$ cat src/rtl/pipeline_3.sv
// EX/MEM pipeline register.
// Carries the EX-stage control bits, ALU result, store data, destination index
// and next-PC into the MEM stage. A memory stall (BUSY_WAIT) freezes the whole
// register at once, so no field can update on its own. RESET clears every field
// asynchronously, and it also wins over a stall.
module pipeline_3 (
   input  logic        CLK,
   input  logic        RESET,
   input  logic        BUSY_WAIT,
   input  logic        REG_DEST,
   input  logic        REG_WRITE,
   input  logic [2:0]  MEM_READ,
   input  logic [1:0]  MEM_TO_REG,
   input  logic [2:0]  MEM_WRITE,
   input  logic        BRANCH_RES,
   input  logic [31:0] ALU_RESULT,
   input  logic [31:0] OUT2,
   input  logic [4:0]  IN_ADDRESS,
   input  logic [31:0] PC_NEXT,
   output logic        BRANCH_RES_OUT,
   output logic        REG_DEST_OUT,
   output logic        REG_WRITE_OUT,
   output logic [2:0]  MEM_READ_OUT,
   output logic [2:0]  MEM_WRITE_OUT,
   output logic [1:0]  MEM_TO_REG_OUT,
   output logic [4:0]  IN_ADDRESS_OUT,
   output logic [31:0] ALU_RESULT_OUT,
   output logic [31:0] OUT2_OUT,
   output logic [31:0] PC_NEXT_OUT
);

   // Shared load enable. Every field uses it, so a stall freezes all of them together.
   logic load_en;

   // The register loads only on a clock edge where memory is not stalling.
   assign load_en = ~BUSY_WAIT;

   // Pipeline register: asynchronous clear, otherwise load when load_en is set.
   always_ff @(posedge CLK or negedge RESET) begin
      if (!RESET) begin
         BRANCH_RES_OUT <= 1'b0;
         REG_DEST_OUT   <= 1'b0;
         REG_WRITE_OUT  <= 1'b0;
         MEM_READ_OUT   <= 3'd0;
         MEM_WRITE_OUT  <= 3'd0;
         MEM_TO_REG_OUT <= 2'd0;
         IN_ADDRESS_OUT <= 5'd0;
         ALU_RESULT_OUT <= 32'd0;
         OUT2_OUT       <= 32'd0;
         PC_NEXT_OUT    <= 32'd0;
      end else if (load_en) begin
         BRANCH_RES_OUT <= BRANCH_RES;
         REG_DEST_OUT   <= REG_DEST;
         REG_WRITE_OUT  <= REG_WRITE;
         MEM_READ_OUT   <= MEM_READ;
         MEM_WRITE_OUT  <= MEM_WRITE;
         MEM_TO_REG_OUT <= MEM_TO_REG;
         IN_ADDRESS_OUT <= IN_ADDRESS;
         ALU_RESULT_OUT <= ALU_RESULT;
         OUT2_OUT       <= OUT2;
         PC_NEXT_OUT    <= PC_NEXT;
      end
   end

endmodule

$ cat config.mk
export PLATFORM = sky130hd
export DESIGN_NAME = pipeline_3
export DESIGN_NICKNAME = d
export VERILOG_FILES = /design/src/rtl/pipeline_3.sv
export SDC_FILE = /design/constraint.sdc
export NUM_CORES = 1
export LEC_CHECK = 0
export CAP_MARGIN = 20
export CORE_MARGIN = 1
export CORE_UTILIZATION = 43
export CTS_BUF_LIST = sky130_fd_sc_hd__clkbuf_4 sky130_fd_sc_hd__clkbuf_8
export DETAILED_ROUTE_END_ITERATION = 10
export PLACE_DENSITY = 0.89
export SETUP_SLACK_MARGIN = 0.15
export SLEW_MARGIN = 20
export SYNTH_ARGS = -nofsm -noshare
export SYNTH_HDL_FRONTEND = slang
export SYNTH_SLANG_ARGS = --single-unit
$ cat constraint.sdc
create_clock -name CLK -period 2.75 [get_ports CLK]
set_clock_uncertainty 0.2 [all_clocks]
set_input_delay 0.55 -clock CLK [delete_from_list [all_inputs] [get_ports CLK]]
set_output_delay 0.55 -clock CLK [all_outputs]
set_load 0.05 [all_outputs]
==> key figures, run 1 <==
Pwr
  – Pleak: 2.77 nW
  – Switching power of the nets: 1.41 mW
  – Sequential power share: 45.0%
  – Sw Share: 33.5%
  – Pwr dens: 623 nW/um2
  – VDD IR max: 345 uV
  – Clock power share: 22.4%
  – Cell internal pwr: 2.79 mW
  – Comb pwr share: 32.6%

Die
  – Std cell rows: 35
  – Core Area: 9330 um2
  – Die Ht: 101 um
  – Starting density of the core: 44.8%
  – I/O pins: 227
  – Die ar.: 10100 um2
  – Die W: 101 um

Global route
  – Global route total overflow: 0
  – Vias in the first global route: 3048
  – Initial antenna violation count: 0
  – Largest net degree at the start of global routing: 113
  – First-pass GRT wire length: 15200 um
  – Total GRT Usage: 20.0%

Placed design
  – PortBufs: 226
  – Post-DP HPWL: 7460 um
  – GPL Wtd Cong: 0.681
  – Cells after DPL: 583

Hold path
  – Min-delay worst type: reg2reg

Yosys
  – Syn_area_per_cell: 17.7 um2
  – Flop and latch count out of synthesis: 112
  – Largest area contributor in the netlist: dfrtp_1
  – Top-area cell type share of the netlist area: 67.1%
  – Async SR Flop Fraction: 100%
  – Synth area leaders: dfrtp_1 67%, mux2_2 30%, buf_6 2.2%
  – Top_reg_cell synth: dfrtp_1
  – List of most frequent post-synthesis cells: 112 x dfrtp_1, 112 x mux2_2, 8 x buf_6, 3 x buf_2, 1 x buf_4
  – Warnings from Yosys: 0
  – Syn Inst Count: 236
  – Sequential share of the synthesized area: 67.1%
  – Mapped Area: 4180 um2
  – Post-synth EDFFs: 0
  – Syn Nets: 351
  – Distinct cells, synth: 5

Clock tree
  – Inserted Clock Buffers: 9
  – Post-CTS Hold Buffers: 1
  – # clock sinks: 112
  – # Post-CTS Setup Buffers: 0
  – Worst-path clk slew: 0.10 ns
  – Clock Latency Late Sink: 0.35 ns
  – CTS tree: done
  – Root Driver: clkbuf_8
  – CTS resizes: 0
  – Clock Path Buffers: 2
  – Htree depth: 3

Route
  – DR vias/cell: 4.67
  – Avg WL per Cell: 16.4 um
  – DR pass1 iterations: 4
  – Final wirelength: 9860 um
  – Antenna-violating nets left: 0
  – Residual DRC: 0
  – DRT iter0 DRCs: 52
  – DR vias: 2804

STA
  – RSZ-0062 raised after global routing: false
  – Max_slew headroom: 59.7%
  – Slew Viols, Final: 0
  – Final min period: 2.29 ns
  – Fmax achieved: 0.436 GHz
  – Final period util: 83.4%
  – Setup violators final: 0
  – Worst-Margin Slew: 0.605 ns
  – Post-route setup TNS: 0 ns
  – Hold Vio Cnt, Final: 0

Finish
  – Total Nets Final: 581
  – Ant. Diodes: 0
  – Area delta synth->final: 61.5%
  – Layout Cells excl Fill: 600
  – Share of layout cells above drive strength 1: 28.5%

Worst setup path
  – CP top delay family: buffers and inverters
  – CP max-delay cell: clkdlybuf4s50_1
  – CP Class: reg2out
  – Crit end category: output pin
  – Worst EP arrival: 1.54 ns
  – Critical path startpoint category: flop
  – CP required: 2.00 ns
  – Largest fanout on the critical path: 2
  – WP buf/inv: 1
  – CP cell instances: clkdlybuf4s50_1
  – Max incr delay on CP: 0.82 ns

Status
  – Status: completed

Run
  – Number of max-cap violations: 0
-- worst paths after layout --
kind,end,startpoint,cells after the start,slack (ns)
max in group asynchronous,ALU_RESULT_OUT[29],RESET,3,1.18
worst min-delay path,PC_NEXT_OUT[11],PC_NEXT_OUT[11],1,0.31
worst max-delay path,ALU_RESULT_OUT[26],ALU_RESULT_OUT[26],1,0.46
min in group asynchronous,ALU_RESULT_OUT[8],RESET,2,0.48
worst max register to register,PC_NEXT_OUT[8],PC_NEXT_OUT[8],1,1.76
worst min register to register,PC_NEXT_OUT[11],PC_NEXT_OUT[11],1,0.31
-- metal layers --
| layer | vias to the layer above | track usage [%] | wire length (um) |
|---|---|---|---|
| met2 | 139 | 34.9 | 5090 |
| met5 | - | 0 | 0 |
| met1 | 1354 | 22.4 | 3750 |
| met3 | 19 | 6.73 | 810 |
| met4 | 0 | 8.25 | 207 |
| li1 | 1292 | - | - |
-- layout make-up --
type	count	area, um2
clock inverters	3	25.0
flip-flops and latches	112	2800
repair buffers	231	2320
fillers	640	2580
well taps	129	161
multi-input cells	112	1260
clock buffers	13	173
-- metrics by stage --
step / setup slack (ns) / total power [mW] / hold WS, ns / area (um2) / utilization [%]
6_report: 0.457 / 4.20 / 0.309 / 6750 / 72.3
5_1_grt: 0.387 / 4.37 / 0.332 / 6750 / 72.3
4_1_cts: 0.429 / 4.25 / 0.314 / 6750 / 72.3
3_5_place_dp: 0.820 / 3.30 / 0.292 / 6540 / 70.1
3_3_place_gp: 0.817 / 3.27 / 0.286 / 6540 / 70.1
2_1_floorplan: 1.24 / 2.72 / 0.0544 / 4180 / -
-- power groups by stage --
stage	combinational, mW	clock, mW	sequential [mW]
detailed placement	1.38	0	1.92
CTS	1.38	0.975	1.89
floorplan	0.207	0	2.51
global placement	1.36	0	1.91
finish	1.37	0.942	1.89
global route	1.42	1.04	1.91
-- cells by family (layout without fill, tap and decap cells) --
group / Yosys count / count (layout) / share of synthesized area (%)
muxes: 112 / 112 / 30.2
DFF: 112 / 112 / 67.1
buffers and inverters: 12 / 247 / 2.70
-- sequential cells by signal, indices dropped and copies added, names as in the netlist --
name / cells
ALU_RESULT_OUT: 32
MEM_READ_OUT: 3
IN_ADDRESS_OUT: 5
MEM_WRITE_OUT: 3
REG_WRITE_OUT: 1
OUT2_OUT: 32
BRANCH_RES_OUT: 1
PC_NEXT_OUT: 32
REG_DEST_OUT: 1
MEM_TO_REG_OUT: 2
-- layout by cell type (no fill, tap or decap) --
cell type	Yosys	final
clkbuf_4	0	1
clkdlybuf4s50_1	0	224
dlygate4sd3_1	0	1
buf_4	1	4
clkinvlp_4	0	1
dfrtp_1	112	112
buf_12	0	2
clkbuf_8	0	12
mux2_2	112	112
clkinv_4	0	2
Power figures use the tool's default switching activity.
==> inputs of run 2 (changes only) <==
--- a/config.mk
+++ b/config.mk
@@ -7,10 +7,10 @@
 export LEC_CHECK = 0
 export CAP_MARGIN = 20
 export CORE_MARGIN = 1
-export CORE_UTILIZATION = 43
+export CORE_UTILIZATION = 36
 export CTS_BUF_LIST = sky130_fd_sc_hd__clkbuf_4 sky130_fd_sc_hd__clkbuf_8
 export DETAILED_ROUTE_END_ITERATION = 10
-export PLACE_DENSITY = 0.89
+export PLACE_DENSITY = 0.79
 export SETUP_SLACK_MARGIN = 0.15
 export SLEW_MARGIN = 20
 export SYNTH_ARGS = -nofsm -noshare
==> constraint.sdc (replaced) <==
create_clock -name CLK -period 2.1 [get_ports CLK]
set_clock_uncertainty 0.2 [all_clocks]
set_input_delay 0.42 -clock CLK [delete_from_list [all_inputs] [get_ports CLK]]
set_output_delay 0.42 -clock CLK [all_outputs]
set_load 0.05 [all_outputs]
==> key figures, run 2 (synthesis gave the netlist of run 1 again) <==
Status
  – Status: completed (unchanged)

Clock tree
  – Root Driver: clkbuf_8 (unchanged)
  – # clock sinks: 112 (unchanged)
  – Inserted Clock Buffers: 9 (unchanged)
  – Worst-path clk slew: 0.10 ns (about the same)
  – Clock Path Buffers: 2 (unchanged)
  – Clock Latency Late Sink: 0.36 ns (was 0.35 ns)
  – Htree depth: 3 (unchanged)
  – CTS tree: done (unchanged)

Finish
  – Area delta synth->final: 56.7% (was 61.5%)
  – Filler cells: 941 (was 640)
  – Ant. Diodes: 0 (unchanged)
  – Multi-input logic area: 1260 um2 (unchanged)
  – Final instance area: 6550 um2 (was 6750 um2)
  – Share of layout cells above drive strength 1: 43.5% (was 28.5%)
  – Largest registers: ALU_RESULT_OUT x32, OUT2_OUT x32, PC_NEXT_OUT x32 (unchanged)
  – Final core utilization: 59.1% (was 72.3%)
  – Layout Cells excl Fill: 611 (was 600)
  – Total Nets Final: 581 (unchanged)
  – Commonest non-fill, non-tap cells in the layout: 112 x dfrtp_1, 112 x mux2_2, 112 x clkdlybuf4s50_1 (was 224 x clkdlybuf4s50_1, 112 x dfrtp_1, 112 x mux2_2)
  – FF+latch area: 2800 um2 (unchanged)

Worst setup path
  – Largest fanout on the critical path: 2 (unchanged)
  – CP max-delay cell: dlygate4sd2_1 (was clkdlybuf4s50_1)
  – CP top delay family: buffers and inverters (unchanged)
  – Crit end category: output pin (unchanged)
  – CP Class: reg2out (unchanged)
  – WP buf/inv: 1 (unchanged)
  – CP required: 1.48 ns (was 2.00 ns)
  – CP cell instances: dlygate4sd2_1 (was clkdlybuf4s50_1)
  – Worst EP arrival: 1.26 ns (was 1.54 ns)
  – Max incr delay on CP: 0.53 ns (was 0.82 ns)
  – Critical path startpoint category: flop (unchanged)

Pwr
  – Pwr dens: 823 nW/um2 (was 623 nW/um2)
  – VDD IR max: 475 uV (was 345 uV)
  – Sequential power share: 45.9% (was 45.0%)
  – Cell internal pwr: 3.54 mW (was 2.79 mW)
  – Sw Share: 34.2% (was 33.5%)
  – Pleak: 2.90 nW (was 2.77 nW)
  – Comb pwr share: 31.3% (was 32.6%)
  – Clock power share: 22.8% (was 22.4%)
  – Switching power of the nets: 1.84 mW (was 1.41 mW)

Global route
  – First-pass GRT wire length: 14400 um (was 15200 um)
  – Vias in the first global route: 2975 (was 3048)
  – Total GRT Usage: 16.1% (was 20.0%)
  – Global route total overflow: 0 (unchanged)
  – Largest net degree at the start of global routing: 75 (was 113)
  – Initial antenna violation count: 0 (unchanged)

Placed design
  – Post-DP HPWL: 7310 um (was 7460 um)
  – Cells after DPL: 594 (was 583)
  – PortBufs: 226 (unchanged)
  – GPL Wtd Cong: 0.710 (was 0.681)
  – Placed cell areas: 6400 um2 (was 6540 um2)

Die
  – Die ar.: 12000 um2 (was 10100 um2)
  – Starting density of the core: 37.7% (was 44.8%)
  – Die W: 110 um (was 101 um)
  – Core Area: 11100 um2 (was 9330 um2)
  – I/O pins: 227 (unchanged)
  – Die Ht: 110 um (was 101 um)
  – Std cell rows: 38 (was 35)

Route
  – Antenna-violating nets left: 0 (unchanged)
  – DRT iter0 DRCs: 47 (was 52)
  – Residual DRC: 0 (unchanged)
  – Avg WL per Cell: 16.0 um (was 16.4 um)
  – DR vias: 2821 (was 2804)
  – DR vias/cell: 4.62 (was 4.67)
  – Final wirelength: 9780 um (was 9860 um)
  – DR pass1 iterations: 3 (was 4)

Run
  – Number of max-cap violations: 0 (unchanged)

STA
  – Final min period: 1.88 ns
  – Fmax achieved: 0.532 GHz
  – Hold WS: 0.307 ns (was 0.309 ns)
  – Final period util: 89.6%
  – Slew Viols, Final: 0 (unchanged)
  – Hold Vio Cnt, Final: 0 (unchanged)
  – Setup violators final: 0 (unchanged)
  – RSZ-0062 raised after global routing: false (unchanged)
  – Max_slew headroom: 66.2% (was 59.7%)
  – Worst-Margin Slew: 0.509 ns (was 0.605 ns)
  – Post-route setup TNS: 0 ns (unchanged)

Hold path
  – Min-delay worst type: reg2reg (unchanged)
## run 2: power groups by stage
stage / clock [mW] / combinational, mW / sequential, mW
after floorplan: 0 / 0.271 / 3.29
after global placement: 0 / 1.74 / 2.51
after detailed placement: 0 / 1.76 / 2.52
after CTS: 1.28 / 1.71 / 2.48
after global routing: 1.37 / 1.76 / 2.50
final: 1.23 / 1.69 / 2.47
## run 2: metal layers
metal  vias to the layer above  track usage (%)  wire, um
met5                         -                0         0
met3                        19             5.99      1010
met1                      1384             17.2      3630
li1                       1277                -         -
met4                         0             8.95       255
met2                       141             27.4      4890
## run 2: area by class of cell
class	instances	share of cell area, %
Timing Repair Buffer	231	32.4
Sequential cell	112	42.8
Clock inverter	3	0.229
Tap cell	140	2.68
Clock buffer	13	2.64
Multi-Input combinational cell	112	19.3
## run 2: final timing paths
path | startpoint | endpoint | slack (ns) | cells past startpoint
min reg2reg | MEM_READ_OUT[0] | MEM_READ_OUT[0] | 0.31 | 1
max | MEM_READ_OUT[2] | MEM_READ_OUT[2] | 0.22 | 1
max reg2reg | PC_NEXT_OUT[30] | PC_NEXT_OUT[30] | 1.12 | 1
max in group asynchronous | RESET | OUT2_OUT[8] | 0.76 | 3
min | MEM_READ_OUT[0] | MEM_READ_OUT[0] | 0.31 | 1
min in group asynchronous | RESET | PC_NEXT_OUT[30] | 0.34 | 2
## run 2: per-stage QoR
stage               worst slack (ns)  total power [mW]
CTS                            0.185              5.46
global placement               0.354              4.24
finish                         0.219              5.39
detailed placement             0.336              4.28
global route                   0.152              5.63
floorplan                      0.717              3.56
## run 2: timing repair
| item | in CTS | in global routing |
|---|---|---|
| pin swaps | 0 | 0 |
| gates resized for setup | 41 | 1 |
| hold buffers | 1 | 0 |
| setup endpoints to repair | 41 | 1 |
| buffers inserted | 0 | 0 |
| cloned | 0 | 0 |
| hold endpoints to repair | 26 | 0 |
==> inputs of run 3 (changes only) <==
--- a/config.mk
+++ b/config.mk
@@ -5,6 +5,7 @@
 export SDC_FILE = /design/constraint.sdc
 export NUM_CORES = 1
 export LEC_CHECK = 0
+export ABC_CLOCK_PERIOD_IN_PS = 1650
 export CAP_MARGIN = 20
 export CORE_MARGIN = 1
 export CORE_UTILIZATION = 36
==> constraint.sdc (replaced) <==
create_clock -name CLK -period 1.65 [get_ports CLK]
set_clock_uncertainty 0.2 [all_clocks]
set_input_delay 0.33 -clock CLK [delete_from_list [all_inputs] [get_ports CLK]]
set_output_delay 0.33 -clock CLK [all_outputs]
set_load 0.05 [all_outputs]
==> key figures, run 3 (synthesis gave the netlist of run 1 again) <==
Global route
  – Total GRT Usage: 18.8% (was 16.1%)
  – Global route hottest layer: met2 (unchanged)
  – M1 GR Usage: 19.0% (was 17.2%)
  – Largest net degree at the start of global routing: 51 (was 75)
  – Vias in the first global route: 3209 (was 2975)
  – First-pass GRT wire length: 16500 um (was 14400 um)
  – Global route total overflow: 0 (unchanged)
  – M3 GR Usage: 7.41% (was 5.99%)
  – GR Layer Usage met2: 34.1% (was 27.4%)
  – Initial antenna violation count: 0 (unchanged)

Worst setup path
  – Crit end category: output pin (unchanged)
  – Worst R2R Setup Slack: 0.39 ns (was 1.12 ns)
  – Largest fanout on the critical path: 2 (unchanged)
  – CP required: 1.12 ns (was 1.48 ns)
  – Max incr delay on CP: 0.45 ns (was 0.53 ns)
  – Worst EP arrival: 0.98 ns (was 1.26 ns)
  – CP max-delay cell: dfrtp_1 (was dlygate4sd2_1)
  – CP top delay family: flip-flops (was buffers and inverters)
  – CP Class: reg2out (unchanged)
  – WP buf/inv: 1 (unchanged)
  – CP cell instances: buf_12 (was dlygate4sd2_1)
  – Critical path startpoint category: flop (unchanged)

Pwr
  – Sequential power share: 42.9% (was 45.9%)
  – Cell internal pwr: 5.22 mW (was 3.54 mW)
  – Switching power of the nets: 2.51 mW (was 1.84 mW)
  – Clock power share: 19.0% (was 22.8%)
  – Sw Share: 32.4% (was 34.2%)
  – Comb pwr share: 38.1% (was 31.3%)
  – Pwr dens: 965 nW/um2 (was 823 nW/um2)
  – VDD IR max: 669 uV (was 475 uV)
  – Pleak: 3.47 nW (was 2.90 nW)

Placed design
  – Placed cell areas: 7720 um2 (was 6400 um2)
  – Post-DP HPWL: 8580 um (was 7310 um)
  – PortBufs: 226 (unchanged)
  – GPL Wtd Cong: 0.694 (was 0.710)

Die
  – I/O pins: 227 (unchanged)
  – Core Area: 11100 um2 (unchanged)
  – Std cell rows: 38 (unchanged)
  – Starting density of the core: 37.7% (unchanged)
  – Die W: 110 um (unchanged)
  – Die Ht: 110 um (unchanged)
  – Die ar.: 12000 um2 (unchanged)

Clock tree
  – Clock Path Buffers: 2 (unchanged)
  – Clock Latency Late Sink: 0.36 ns (about the same)
  – CTS tree: done (unchanged)
  – Inserted Clock Buffers: 9 (unchanged)
  – CTS resizes: 0 (was 41)
  – Htree depth: 3 (unchanged)
  – Worst-path clk slew: 0.09 ns (was 0.10 ns)
  – # clock sinks: 112 (unchanged)
  – Root Driver: clkbuf_8 (unchanged)

STA
  – Fmax achieved: 0.663 GHz
  – Hold Vio Cnt, Final: 0 (unchanged)
  – Max_slew headroom: 80.2% (was 66.2%)
  – Final period util: 91.5%
  – Setup violators final: 0 (unchanged)
  – Slew Viols, Final: 0 (unchanged)
  – Worst-Margin Slew: 0.296 ns (was 0.509 ns)
  – RSZ-0062 raised after global routing: true (was false)
  – Final min period: 1.51 ns
  – Post-route setup TNS: 0 ns (unchanged)

Route
  – DRT iter0 DRCs: 71 (was 47)
  – Residual DRC: 0 (unchanged)
  – DR vias: 2919 (was 2821)
  – Final wirelength: 11000 um (was 9780 um)
  – Antenna-violating nets left: 0 (unchanged)
  – DR vias/cell: 4.65 (was 4.62)
  – DR pass1 iterations: 4 (was 3)
  – Avg WL per Cell: 17.5 um (was 16.0 um)

Finish
  – Ant. Diodes: 0 (unchanged)
  – Total Nets Final: 600 (was 581)
  – Area delta synth->final: 91.9% (was 56.7%)
  – Commonest non-fill, non-tap cells in the layout: 116 x buf_12, 112 x dfrtp_1, 112 x mux2_2, 112 x clkdlybuf4s50_1, 21 x buf_4 (was 112 x dfrtp_1, 112 x mux2_2, 112 x clkdlybuf4s50_1)
  – Share of layout cells above drive strength 1: 53.9% (was 43.5%)
  – Largest registers: ALU_RESULT_OUT x32, OUT2_OUT x32, PC_NEXT_OUT x32 (unchanged)
  – Final instance area: 8020 um2 (was 6550 um2)
  – Commonest non-fill, non-tap cell in the layout: buf_12

Status
  – Status: completed (unchanged)

Hold path
  – Min-delay worst type: in2reg (was reg2reg)

Run
  – Number of max-cap violations: 0 (unchanged)
-- run 3: cell types whose count changed in the layout (fill, tap and decap cells not counted) --
cell / change
buf_12: +112
clkbuf_8: -2
dlygate4sd2_1: -40
buf_4: -52
clkinv_2: -2
clkbuf_4: +2
clkdlybuf4s15_1: -1
-- run 3: what timing repair did --
item / CTS / global route
endpoints found under the setup margin: 72 / 106
hold buffers: 1 / 0
endpoints found under the hold margin: 112 / 0
setup buffers: 9 / 7
-- run 3: worst paths after layout --
| kind | start | endpoint | cells after the start |
|---|---|---|---|
| worst min-delay path | BUSY_WAIT | PC_NEXT_OUT[6] | 2 |
| worst max-delay path | OUT2_OUT[17] | OUT2_OUT[17] | 1 |
| worst max register to register | MEM_TO_REG_OUT[1] | MEM_TO_REG_OUT[1] | 3 |
| min in group asynchronous | RESET | PC_NEXT_OUT[24] | 2 |
| worst min register to register | PC_NEXT_OUT[25] | PC_NEXT_OUT[25] | 1 |
| max in group asynchronous | RESET | OUT2_OUT[2] | 3 |
-- run 3: layout make-up --
type	count	area, um2
clock buffer	13	160
tap	140	175
fill	699	3060
clock inverter	1	5.00
timing repair buffer	250	3610
multi-input combinational	112	1260
sequential	112	2800
-- run 3: per-stage QoR --
step	util [%]	hold slack (ns)	std cells	total power [mW]	worst slack, ns
after floorplan	-	-0.166	236	4.53	0.357
after global placement	69.7	0.0313	597	6.22	0.202
after detailed placement	69.7	0.0405	597	6.29	0.162
after CTS	71.9	0.148	621	7.80	0.122
after global routing	72.4	0.167	628	8.03	0.106
final	72.4	0.170	628	7.73	0.141
-- run 3: metal layers --
metal  vias up  part of all wire [%]
li1       1312                     -
met1      1447                    34
met2       143                    53
met3        17                    10
met4         0                   2.3
met5         -                     0
-- run 3: worst register-to-register path, delay by kind of cell (launching register included) --
kind	cells	cell delay [ns]
DFF	1	0.43
buffers and inverters	2	0.27
muxes	1	0.26
-- run 3: power by group through the flow --
stage               Combinational [mW]  Sequential, mW  Clock [mW]
floorplan                        0.345            4.18           0
global placement                  2.87            3.35           0
detailed placement                2.91            3.38           0
CTS                               2.95            3.32        1.53
global route                      3.05            3.35        1.63
finish                            2.95            3.32        1.47
